`src/rtl/sigma_delta_dac_pkg.sv`:
```
// Shared constants, types and saturation helper for the sigma-delta output stage.
package dac_pkg;

    localparam int unsigned SAMPLE_W = 8;
    localparam int unsigned GAIN_W   = 8;
    localparam int unsigned OFFSET_W = 9;
    localparam int unsigned ACC_W    = 9;
    localparam int unsigned SUM_W    = 10;
    localparam int unsigned PROD_W   = 16;

    typedef logic        [SAMPLE_W-1:0] sample_t;
    typedef logic        [GAIN_W-1:0]   gain_t;
    typedef logic signed [OFFSET_W-1:0] offset_t;

    localparam gain_t   GAIN_RST   = 8'hFF;
    localparam offset_t OFFSET_RST = '0;

    // Saturated level plus the flag saying whether clamping occurred.
    typedef struct packed {
        logic    clip;
        sample_t level;
    } sat_t;

    // sum is 10-bit two's complement covering -256..510.
    function automatic sat_t saturate(input logic [SUM_W-1:0] sum);
        sat_t r;
        r.clip  = 1'b0;
        r.level = sum[SAMPLE_W-1:0];
        if (sum[SUM_W-1]) begin
            r.clip  = 1'b1;
            r.level = '0;
        end else if (sum[SUM_W-2]) begin
            r.clip  = 1'b1;
            r.level = '1;
        end
        return r;
    endfunction

endpackage

```
`src/rtl/sigma_delta_dac_if.sv`:
```
// Sample/control bus of the sigma-delta output stage.
//   master: drives en, sample, sample_valid, gain, offset, set, clr_clip
//   slave : drives dac_out, level, clip
interface sigma_delta_dac_if;
    import dac_pkg::*;

    logic    en;
    sample_t sample;
    logic    sample_valid;
    gain_t   gain;
    offset_t offset;
    logic    set;
    logic    clr_clip;
    logic    dac_out;
    sample_t level;
    logic    clip;

    modport master (
        output en, sample, sample_valid, gain, offset, set, clr_clip,
        input  dac_out, level, clip
    );

    modport slave (
        input  en, sample, sample_valid, gain, offset, set, clr_clip,
        output dac_out, level, clip
    );

endinterface

```
`src/rtl/sigma_delta_dac_mod1.sv`:
```
// First-order accumulator/carry sigma-delta modulator.
//   clk, rst_n : clock, async active-low reset
//   en         : low clears the accumulator and forces dac_out low
//   level      : input level L, giving L highs per 256 cycles
//   dac_out    : registered carry bitstream
module sd_mod1
    import dac_pkg::*;
(
    input  logic    clk,
    input  logic    rst_n,
    input  logic    en,
    input  sample_t level,
    output logic    dac_out
);

    logic [ACC_W-2:0] r_acc;
    logic [ACC_W-1:0] w_acc_next;

    assign w_acc_next = ACC_W'(r_acc) + ACC_W'(level);

    // Carry out of the 8-bit phase accumulator is the output bit.
    always_ff @(posedge clk or negedge rst_n) begin
        if (!rst_n) begin
            r_acc   <= '0;
            dac_out <= 1'b0;
        end else if (!en) begin
            r_acc   <= '0;
            dac_out <= 1'b0;
        end else begin
            r_acc   <= w_acc_next[ACC_W-2:0];
            dac_out <= w_acc_next[ACC_W-1];
        end
    end

endmodule

```
`src/rtl/sigma_delta_dac.sv`:
```
// Gain/offset/saturation pipeline feeding a 1-bit sigma-delta modulator.
//   clk, rst_n : 12 MHz clock, async active-low reset
//   bus        : slave side of sigma_delta_dac_if (sample stream, gain/offset
//                load strobe, clip clear; outputs dac_out, level, clip)
module sigma_delta_dac
    import dac_pkg::*;
(
    input  logic                    clk,
    input  logic                    rst_n,
    sigma_delta_dac_if.slave        bus
);

    gain_t       r_sh_gain;
    offset_t     r_sh_offset;
    gain_t       r_act_gain;
    offset_t     r_act_offset;
    sample_t     r_scaled;
    logic        r_s1_vld;
    sample_t     r_level;
    logic        r_clip;

    logic        w_accept;
    gain_t       w_gain_eff;
    offset_t     w_offset_eff;
    logic [PROD_W-1:0] w_prod;
    logic [SUM_W-1:0]  w_sum;
    sat_t        w_sat;
    logic        w_sat_hit;
    logic        w_dac_out;

    assign w_accept = bus.en & bus.sample_valid;

    // A set in the accepting cycle is forwarded straight into that sample.
    assign w_gain_eff   = bus.set ? bus.gain   : r_sh_gain;
    assign w_offset_eff = bus.set ? bus.offset : r_sh_offset;

    // sample*(gain+1) written as sample*gain + sample; max 65280 fits 16 bits.
    assign w_prod = PROD_W'(bus.sample) * PROD_W'(w_gain_eff) + PROD_W'(bus.sample);

    // Offset in the active register always belongs to the sample held in r_scaled.
    assign w_sum     = {2'b00, r_scaled} + {r_act_offset[OFFSET_W-1], r_act_offset};
    assign w_sat     = saturate(w_sum);
    assign w_sat_hit = w_accept & r_s1_vld & w_sat.clip;

    // Shadow registers load on every set, even while disabled.
    always_ff @(posedge clk or negedge rst_n) begin
        if (!rst_n) begin
            r_sh_gain   <= GAIN_RST;
            r_sh_offset <= OFFSET_RST;
        end else if (bus.set) begin
            r_sh_gain   <= bus.gain;
            r_sh_offset <= bus.offset;
        end
    end

    // Active registers change only on a sample boundary.
    always_ff @(posedge clk or negedge rst_n) begin
        if (!rst_n) begin
            r_act_gain   <= GAIN_RST;
            r_act_offset <= OFFSET_RST;
        end else if (w_accept) begin
            r_act_gain   <= w_gain_eff;
            r_act_offset <= w_offset_eff;
        end
    end

    // Stage 1: scale; r_s1_vld marks that r_scaled holds a real sample.
    always_ff @(posedge clk or negedge rst_n) begin
        if (!rst_n) begin
            r_scaled <= '0;
            r_s1_vld <= 1'b0;
        end else if (!bus.en) begin
            r_scaled <= '0;
            r_s1_vld <= 1'b0;
        end else if (bus.sample_valid) begin
            r_scaled <= SAMPLE_W'(w_prod >> 8);
            r_s1_vld <= 1'b1;
        end
    end

    // Stage 2: offset and clamp; an empty stage 1 keeps level at zero.
    always_ff @(posedge clk or negedge rst_n) begin
        if (!rst_n) begin
            r_level <= '0;
        end else if (!bus.en) begin
            r_level <= '0;
        end else if (bus.sample_valid) begin
            r_level <= r_s1_vld ? w_sat.level : '0;
        end
    end

    // Sticky clip: a saturation beats a simultaneous clear.
    always_ff @(posedge clk or negedge rst_n) begin
        if (!rst_n) begin
            r_clip <= 1'b0;
        end else if (w_sat_hit) begin
            r_clip <= 1'b1;
        end else if (bus.clr_clip) begin
            r_clip <= 1'b0;
        end
    end

    sd_mod1 u_mod (
        .clk     (clk),
        .rst_n   (rst_n),
        .en      (bus.en),
        .level   (r_level),
        .dac_out (w_dac_out)
    );

    assign bus.dac_out = w_dac_out;
    assign bus.level   = r_level;
    assign bus.clip    = r_clip;

endmodule

```
`src/flat_wrapper.sv`:
```
// flat-port wrapper written by rule: the top's interface ports become plain ports
module sigma_delta_dac_flat import dac_pkg::*;
  (clk, rst_n, bus_en, bus_sample, bus_sample_valid, bus_gain, bus_offset, bus_set, bus_clr_clip, bus_dac_out, bus_level, bus_clip);
  sigma_delta_dac_if bus_i ();
  input  logic clk;
  input  logic rst_n;
  input wire logic [$bits(bus_i.en)-1:0] bus_en;
  input wire logic [$bits(bus_i.sample)-1:0] bus_sample;
  input wire logic [$bits(bus_i.sample_valid)-1:0] bus_sample_valid;
  input wire logic [$bits(bus_i.gain)-1:0] bus_gain;
  input wire logic [$bits(bus_i.offset)-1:0] bus_offset;
  input wire logic [$bits(bus_i.set)-1:0] bus_set;
  input wire logic [$bits(bus_i.clr_clip)-1:0] bus_clr_clip;
  output wire logic [$bits(bus_i.dac_out)-1:0] bus_dac_out;
  output wire logic [$bits(bus_i.level)-1:0] bus_level;
  output wire logic [$bits(bus_i.clip)-1:0] bus_clip;
  assign bus_i.en = bus_en;
  assign bus_i.sample = bus_sample;
  assign bus_i.sample_valid = bus_sample_valid;
  assign bus_i.gain = bus_gain;
  assign bus_i.offset = bus_offset;
  assign bus_i.set = bus_set;
  assign bus_i.clr_clip = bus_clr_clip;
  assign bus_dac_out = bus_i.dac_out;
  assign bus_level = bus_i.level;
  assign bus_clip = bus_i.clip;
  sigma_delta_dac u_core (.clk(clk), .rst_n(rst_n), .bus(bus_i));
endmodule
```
`config.mk`:
```
export PLATFORM = sky130hd
export DESIGN_NAME = sigma_delta_dac_flat
export DESIGN_NICKNAME = d
export VERILOG_FILES = /design/src/rtl/sigma_delta_dac_pkg.sv /design/src/rtl/sigma_delta_dac_if.sv /design/src/rtl/sigma_delta_dac_mod1.sv /design/src/rtl/sigma_delta_dac.sv /design/src/flat_wrapper.sv
export SDC_FILE = /design/constraint.sdc
export NUM_CORES = 1
export LEC_CHECK = 0
export ABC_AREA = 1
export CAP_MARGIN = 20
export CORE_MARGIN = 2
export CORE_UTILIZATION = 45
export DETAILED_ROUTE_END_ITERATION = 16
export GPL_TIMING_DRIVEN = 0
export SETUP_SLACK_MARGIN = 0.3
export SLEW_MARGIN = 20
export SYNTH_ARGS = -nofsm -noshare
export SYNTH_HDL_FRONTEND = slang
export SYNTH_SLANG_ARGS = --single-unit
```
`constraint.sdc`:
```
create_clock -name clk -period 6.4 [get_ports clk]
set_clock_uncertainty 0.2 [all_clocks]
set_input_delay 1.28 -clock clk [delete_from_list [all_inputs] [get_ports clk]]
set_output_delay 1.28 -clock clk [all_outputs]
set_load 0.005 [all_outputs]
```
==> results of run 1 <==
==> flip-flops by register name (all words and copies together) (netlist names) <==
signal and cells:
u_core.r_sh_gain 8, u_core.r_s1_vld 1, u_core.bus.level 8, u_core.r_scaled 8, u_core.r_sh_offset 9, u_core.u_mod.dac_out 1
u_core.u_mod.r_acc 8, u_core.bus.clip 1, u_core.r_act_offset 9
==> area by class of cell <==
class                           count  area (µm²)
Fill cell                        1053        4880
Multi-Input combinational cell    439        3110
Sequential cell                    53        1340
Timing Repair Buffer               40         393
Inverter                          104         390
Tap cell                          136         170
Clock buffer                        6        72.6
Buffer                              7        41.3
Clock inverter                      2        15.0
==> tightest hold or removal path, cell delays in order, from the launching register on <==
cell,delay (ns)
dfrtp_1,0.36
nand2_1,0.05
nand2_1,0.06
==> layout by cell type, fill, tap and decap left out <==
| cell type | count |
|---|---|
| nand2_1 | 175 |
| inv_1 | 102 |
| nor2_1 | 57 |
| ha_1 | 48 |
| fa_1 | 45 |
| dfrtp_1 | 45 |
| clkdlybuf4s50_1 | 37 |
| nand3_1 | 28 |
| a21oi_1 | 23 |
| o21ai_0 | 16 |
| mux2_2 | 9 |
| dfstp_2 | 8 |
| nor3_1 | 6 |
| o21ai_2 | 6 |
| clkbuf_8 | 5 |
| xnor2_1 | 4 |
| buf_4 | 4 |
| clkbuf_1 | 3 |
| xor2_1 | 3 |
| a21o_1 | 3 |
| buf_2 | 3 |
| o21ai_1 | 2 |
| clkinv_1 | 2 |
| o21bai_1 | 2 |
| clkinvlp_4 | 2 |
| nand2_2 | 1 |
| a21boi_4 | 1 |
| and2_1 | 1 |
| nand3b_2 | 1 |
| a21oi_2 | 1 |
| nand4_1 | 1 |
| o21ai_4 | 1 |
| a211oi_1 | 1 |
| a31oi_1 | 1 |
| nand3_2 | 1 |
| a21boi_0 | 1 |
| and2_4 | 1 |
| buf_6 | 1 |
==> metrics by stage <==
step | utilization | power (mW) | worst slack, ns | instances | instance area (µm²)
after global routing | 0.531 | 2.08 | 0.332 | 787 | 5530
after floorplan | - | 1.35 | 0.841 | 603 | 4860
after CTS | 0.528 | 1.83 | 0.501 | 785 | 5500
final | 0.531 | 1.83 | 0.629 | 787 | 5530
after global placement | 0.520 | 1.60 | 0.198 | 777 | 5410
after detailed placement | 0.520 | 1.62 | 0.174 | 777 | 5410
==> timing repair <==
| item | 4_1_cts | 5_1_grt |
|---|---|---|
| setup endpoints to repair | 0 | 2 |
| resized for setup | 0 | 7 |
| buffers inserted | 0 | 2 |
==> how the worst max path moves through the flow <==
| stage | end | start |
|---|---|---|
| floorplan | u_core.r_scaled[6]$_DFFE_PN0P_ | bus_set |
| global placement | u_core.r_scaled[6]$_DFFE_PN0P_ | bus_set |
| detailed placement | u_core.r_scaled[6]$_DFFE_PN0P_ | bus_set |
| CTS | u_core.r_scaled[6]$_DFFE_PN0P_ | bus_set |
| global route | u_core.r_scaled[6]$_DFFE_PN0P_ | bus_set |
| finish | u_core.r_scaled[6]$_DFFE_PN0P_ | bus_gain[7] |
==> routing by layer <==
metal	up-vias	track usage
met5	-	0
met3	4	0.0271
met4	0	0.0302
li1	1969	-
met1	1888	0.297
met2	61	0.323
==> power breakdown <==
part	switching, mW	leakage [nW]	total, mW	internal (mW)
clock	0.125	0.0374	0.202	0.0777
sequential	0.0271	0.667	0.412	0.385
combinational	0.749	2.28	1.22	0.469
==> cells by family after synthesis <==
logic type | share of synthesized area
AO/OA/AOI/OAI | 0.0702
XOR/XNOR | 0.0126
adder cells (fa/ha/maj) | 0.309
buffers and inverters | 0.0888
flip-flops | 0.275
multiplexers | 0.0208
AND/OR/NAND/NOR | 0.224
==> reports/qor.yml, run 1 <==
status: "finished clean"
syn_to_final_growth_pct: 13.8
fin_setup_tns_ns: 0
drt-met1-wl_um: 5140
yosysMostFrequentCell: "nand2_1"
drc: 0
start_util: 0.467
hold_start: "u_core.bus.clip$_DFFE_PN0P_"
hold_end: "u_core.bus.clip$_DFFE_PN0P_"
nets: 774
holdWs_ns: 0.291
drtIter0Drc: 169
dieArea_um2: 11700
core.rowCount: 37
worstSetupStartpointType: "input port"
synth.cell_area_um2: 4860
drt_pre_antenna_iters: 4
syn_inst: 603
clk_latency_ns: 0.32
synth_edf_count: 0
drv_cap: 0
fmax_mhz: 173
drt-wirelength-per-cell_um: 13.1
top_layer_used: "met4"
drive_gt1_frac: 0.0691
crit_chain: "clkdlybuf4s50_1 -> inv_1 -> nand2_1 -> o21ai_0 -> inv_1 -> nand2_1 -> fa_1 -> fa_1 -> inv_1 -> fa_1 -> fa_1 -> ha_1 -> a21oi_2 -> nor2_1 -> nor2_1 -> nor2_1 -> nor2_1 -> nand3_1 -> nand3_1 -> nand2_1"
setup_viol_count_final: 0
routabilityCongestion: 0.931
ir_drop_v: 0.000193
cp_max_fo: 5
finalHoldViolations: 0
worstHoldPathType: "reg2reg"
critical-path-top-delay-family: "adder cells"
rsz0062_at_grt: "no"
portBuffers: 38
critPathMaxStageDelay_ns: 0.55
via_count: 3922
post-route-period-util: 0.902
route.met3.wl_um: 443
synth-seq-area-share: 0.275
worst_pin_slew_ns: 0.752
min_delay_path_depth: 2
ant_nets: 0
synth_common_cells: "nand2_1 (175), inv_1 (102), nor2_1 (57)"
reg2reg_to: "u_core.r_scaled[6]$_DFFE_PN0P_"
cp.arrival_ns: 5.77
track_usage: 0.201
tritoncts: "yes"
ys.flop_type: "dfrtp_1"
core_area_um2: 10400
r2r_setup_slack_ns: 1.48
dp_hpwl_um: 8480
clk_pin_slew_ns: 0.10
overflow: 0
end_kind: "flop"
boundaryPins: 41
cts_made_buffers: 5
viasPerCell: 4.98
final.min_clock_period_ns: 5.77
cts.sinks: 53
critPathSlowestCell: "fa_1"
cts_root_buffer: "clkbuf_8"
synth_top_area_frac: 0.232
wirelength_um: 10300
final-max-slew-violation-count: 0
diodes: 0
antenna_found_initial: 0
yosys_register_bits: 53
wl_met2_um: 4690
grt_pass1_wl_um: 18600
power.density_nw_per_um2: 331
ys_async_sr_fraction: 1.00
cts_buffer_depth: 2
grt_start_max_net_pins: 54
crit_cells: 20
die_h_um: 108
grt_pass1_vias: 4035
synth.area.top_cells: "dfrtp_1 (23%), fa_1 (19%), nand2_1 (14%)"
syn_avg_cell_area_um2: 8.07
yosysWarnings: 0
postCtsHoldBufs: 0
path_buf_inv: 4
synth_nets: 727
slew_headroom: 0.494
timing.rr.start: "u_core.r_sh_gain[7]$_DFF_PN1_"
cp_data_required_time_ns: 6.40
synth_cell_types: 34
rr_worst_depth: 17
h-tree-depth: 2
crit_type: "in2reg"
fp.dieW_um: 108
yosysTopAreaCell: "dfrtp_1"
total_leakage_power_nw: 2.99
Note: power is estimated with default switching activity, not from simulation.
==> inputs of run 2 (changes only) <==
CORE_MARGIN = 3   (was 2)
MAX_ROUTING_LAYER = met4   (was unset)
==> reports/qor.yml, run 2 (synthesized netlist as in run 1, its figures left out) <==
reg2reg_to: "u_core.r_scaled[6]$_DFFE_PN0P_"
cts_root_buffer: "clkbuf_8"
nFillCells: 1023  # -2.8%
final_cell_mix: "nand2_1 (175), inv_1 (102), nor2_1 (57)"
crit_type: "in2reg"
reg_top3: "u_core.r_act_offset x9, u_core.r_sh_offset x9"
rsz0062_at_grt: "no"
drt-met1-wl_um: 5030  # -2.1%
cp.arrival_ns: 5.78  # about the same
drv_cap: 0  # unchanged
slew_headroom: 0.521  # +0.0275
overflow: 0  # unchanged
wl_met2_um: 4290  # -8.5%
final-instance-count-excl-fill: 785  # -0.25%
fp.dieW_um: 110  # +1.9%
core_area_um2: 10400  # unchanged
clk_pin_slew_ns: 0.11  # about the same
worstHoldPathType: "reg2reg"
hold_end: "u_core.bus.clip$_DFFE_PN0P_"
via_count: 3937  # +0.38%
hold_start: "u_core.bus.clip$_DFFE_PN0P_"
start_util: 0.467  # unchanged
finalHoldViolations: 0  # unchanged
fin_setup_tns_ns: 0  # unchanged
drt-wirelength-per-cell_um: 12.8  # -2.3%
boundaryPins: 41  # unchanged
cp_max_fo: 10  # +5
cp_data_required_time_ns: 6.41  # about the same
diodes: 0  # unchanged
route.met3.wl_um: 530  # +20%
ant_nets: 0  # unchanged
top_layer_used: "met4"
grt_pass1_wl_um: 18000  # -3.2%
cts_made_buffers: 5  # unchanged
rr_worst_depth: 17  # unchanged
dpl.cell_count: 777  # unchanged
cts.sinks: 53  # unchanged
total_leakage_power_nw: 2.99  # +0.24%
r2r_setup_slack_ns: 1.59  # +0.11 ns
drc: 0  # unchanged
status: "finished clean"
cts_resized: 0  # unchanged
dieArea_um2: 12100  # +3.7%
viasPerCell: 5.02  # +0.64%
wirelength_um: 10100  # -2.5%
dp_hpwl_um: 8370  # -1.3%
post-route-period-util: 0.901  # about the same
fmax_mhz: 173  # about the same
holdWs_ns: 0.293  # +0.00131 ns
syn_to_final_growth_pct: 13.9  # about the same
portBuffers: 38  # unchanged
drive_gt1_frac: 0.0647  # -0.00441
drtIter0Drc: 138  # -18%
power.density_nw_per_um2: 335  # +1.1%
track_usage: 0.196  # -0.00506
end_kind: "flop"
tritoncts: "yes"
drt_pre_antenna_iters: 4  # unchanged
clk_latency_ns: 0.32  # about the same
antenna_found_initial: 0  # unchanged
cts_buffer_depth: 2  # unchanged
final-max-slew-violation-count: 0  # unchanged
timing.rr.start: "u_core.r_sh_gain[7]$_DFF_PN1_"
core.rowCount: 37  # unchanged
die_h_um: 110  # +1.9%
worst_pin_slew_ns: 0.714  # -0.0381 ns
final_common_cell: "nand2_1"
min_delay_path_depth: 2  # unchanged
final.min_clock_period_ns: 5.77  # -0.00373 ns
nets: 772  # -0.26%
routabilityCongestion: 0.910  # -2.3%
grt_start_max_net_pins: 54  # unchanged
grt_pass1_vias: 3892  # -3.5%
h-tree-depth: 2  # unchanged
setup_viol_count_final: 0  # unchanged
final_core_util: 0.532  # about the same
worstSetupStartpointType: "input port"
cts_post_setup_buffers_inserted: 0  # unchanged
postCtsHoldBufs: 0  # unchanged
ir_drop_v: 0.000192  # -0.74%
## run 2: report_power, final
| part | switching [mW] | internal, mW |
|---|---|---|
| sequential | 0.0263 | 0.385 |
| combinational | 0.740 | 0.466 |
| clock | 0.120 | 0.118 |
| total | 0.886 | 0.969 |
## run 2: cell type report
cell class	instances	area (µm²)	area share
Multi-Input combinational cell	439	3110	0.562
Buffer	7	41.3	0.00746
Timing Repair Buffer	38	378	0.0682
Clock inverter	2	38.8	0.00700
Sequential cell	53	1340	0.241
Tap cell	136	170	0.0307
Clock buffer	6	72.6	0.0131
Inverter	104	390	0.0705
## run 2: worst max-delay path by stage
| stage | start | to | slack (ns) | cells after the start |
|---|---|---|---|---|
| 2_1_floorplan | bus_set | u_core.r_scaled[6]$_DFFE_PN0P_ | 0.84 | 20 |
| 3_3_place_gp | bus_set | u_core.r_scaled[6]$_DFFE_PN0P_ | 0.22 | 20 |
| 3_5_place_dp | bus_set | u_core.r_scaled[6]$_DFFE_PN0P_ | 0.22 | 20 |
| 4_1_cts | bus_set | u_core.r_scaled[6]$_DFFE_PN0P_ | 0.56 | 20 |
| 5_1_grt | bus_gain[7] | u_core.r_scaled[6]$_DFFE_PN0P_ | 0.37 | 20 |
| 6_report | bus_set | u_core.r_scaled[4]$_DFFE_PN0P_ | 0.63 | 18 |
## run 2: critical path: stages
cell     delay [ns]
buf_2          0.17
buf_2          0.20
o21ai_1        0.59
nor2_1         0.13
fa_1           0.57
fa_1           0.45
fa_1           0.54
inv_1          0.05
fa_1           0.52
inv_1          0.04
ha_1           0.37
nand2_1        0.13
nor2_1         0.18
nand4_1        0.10
nor2_1         0.19
o21ai_0        0.13
nand2_1        0.06
o21ai_0        0.08
## run 2: per-layer routing
layer	global-route usage	up-vias
met5	-	-
met4	0.0534	0
met3	0.0329	13
met2	0.289	78
met1	0.279	1881
li1	-	1965
## run 2: metrics by stage
| stage | setup WS (ns) | power, mW | area, µm² |
|---|---|---|---|
| detailed placement | 0.216 | 1.61 | 5410 |
| global route | 0.366 | 2.12 | 5540 |
| floorplan | 0.841 | 1.35 | 4860 |
| finish | 0.633 | 1.86 | 5540 |
| global placement | 0.219 | 1.60 | 5410 |
| CTS | 0.563 | 1.87 | 5520 |
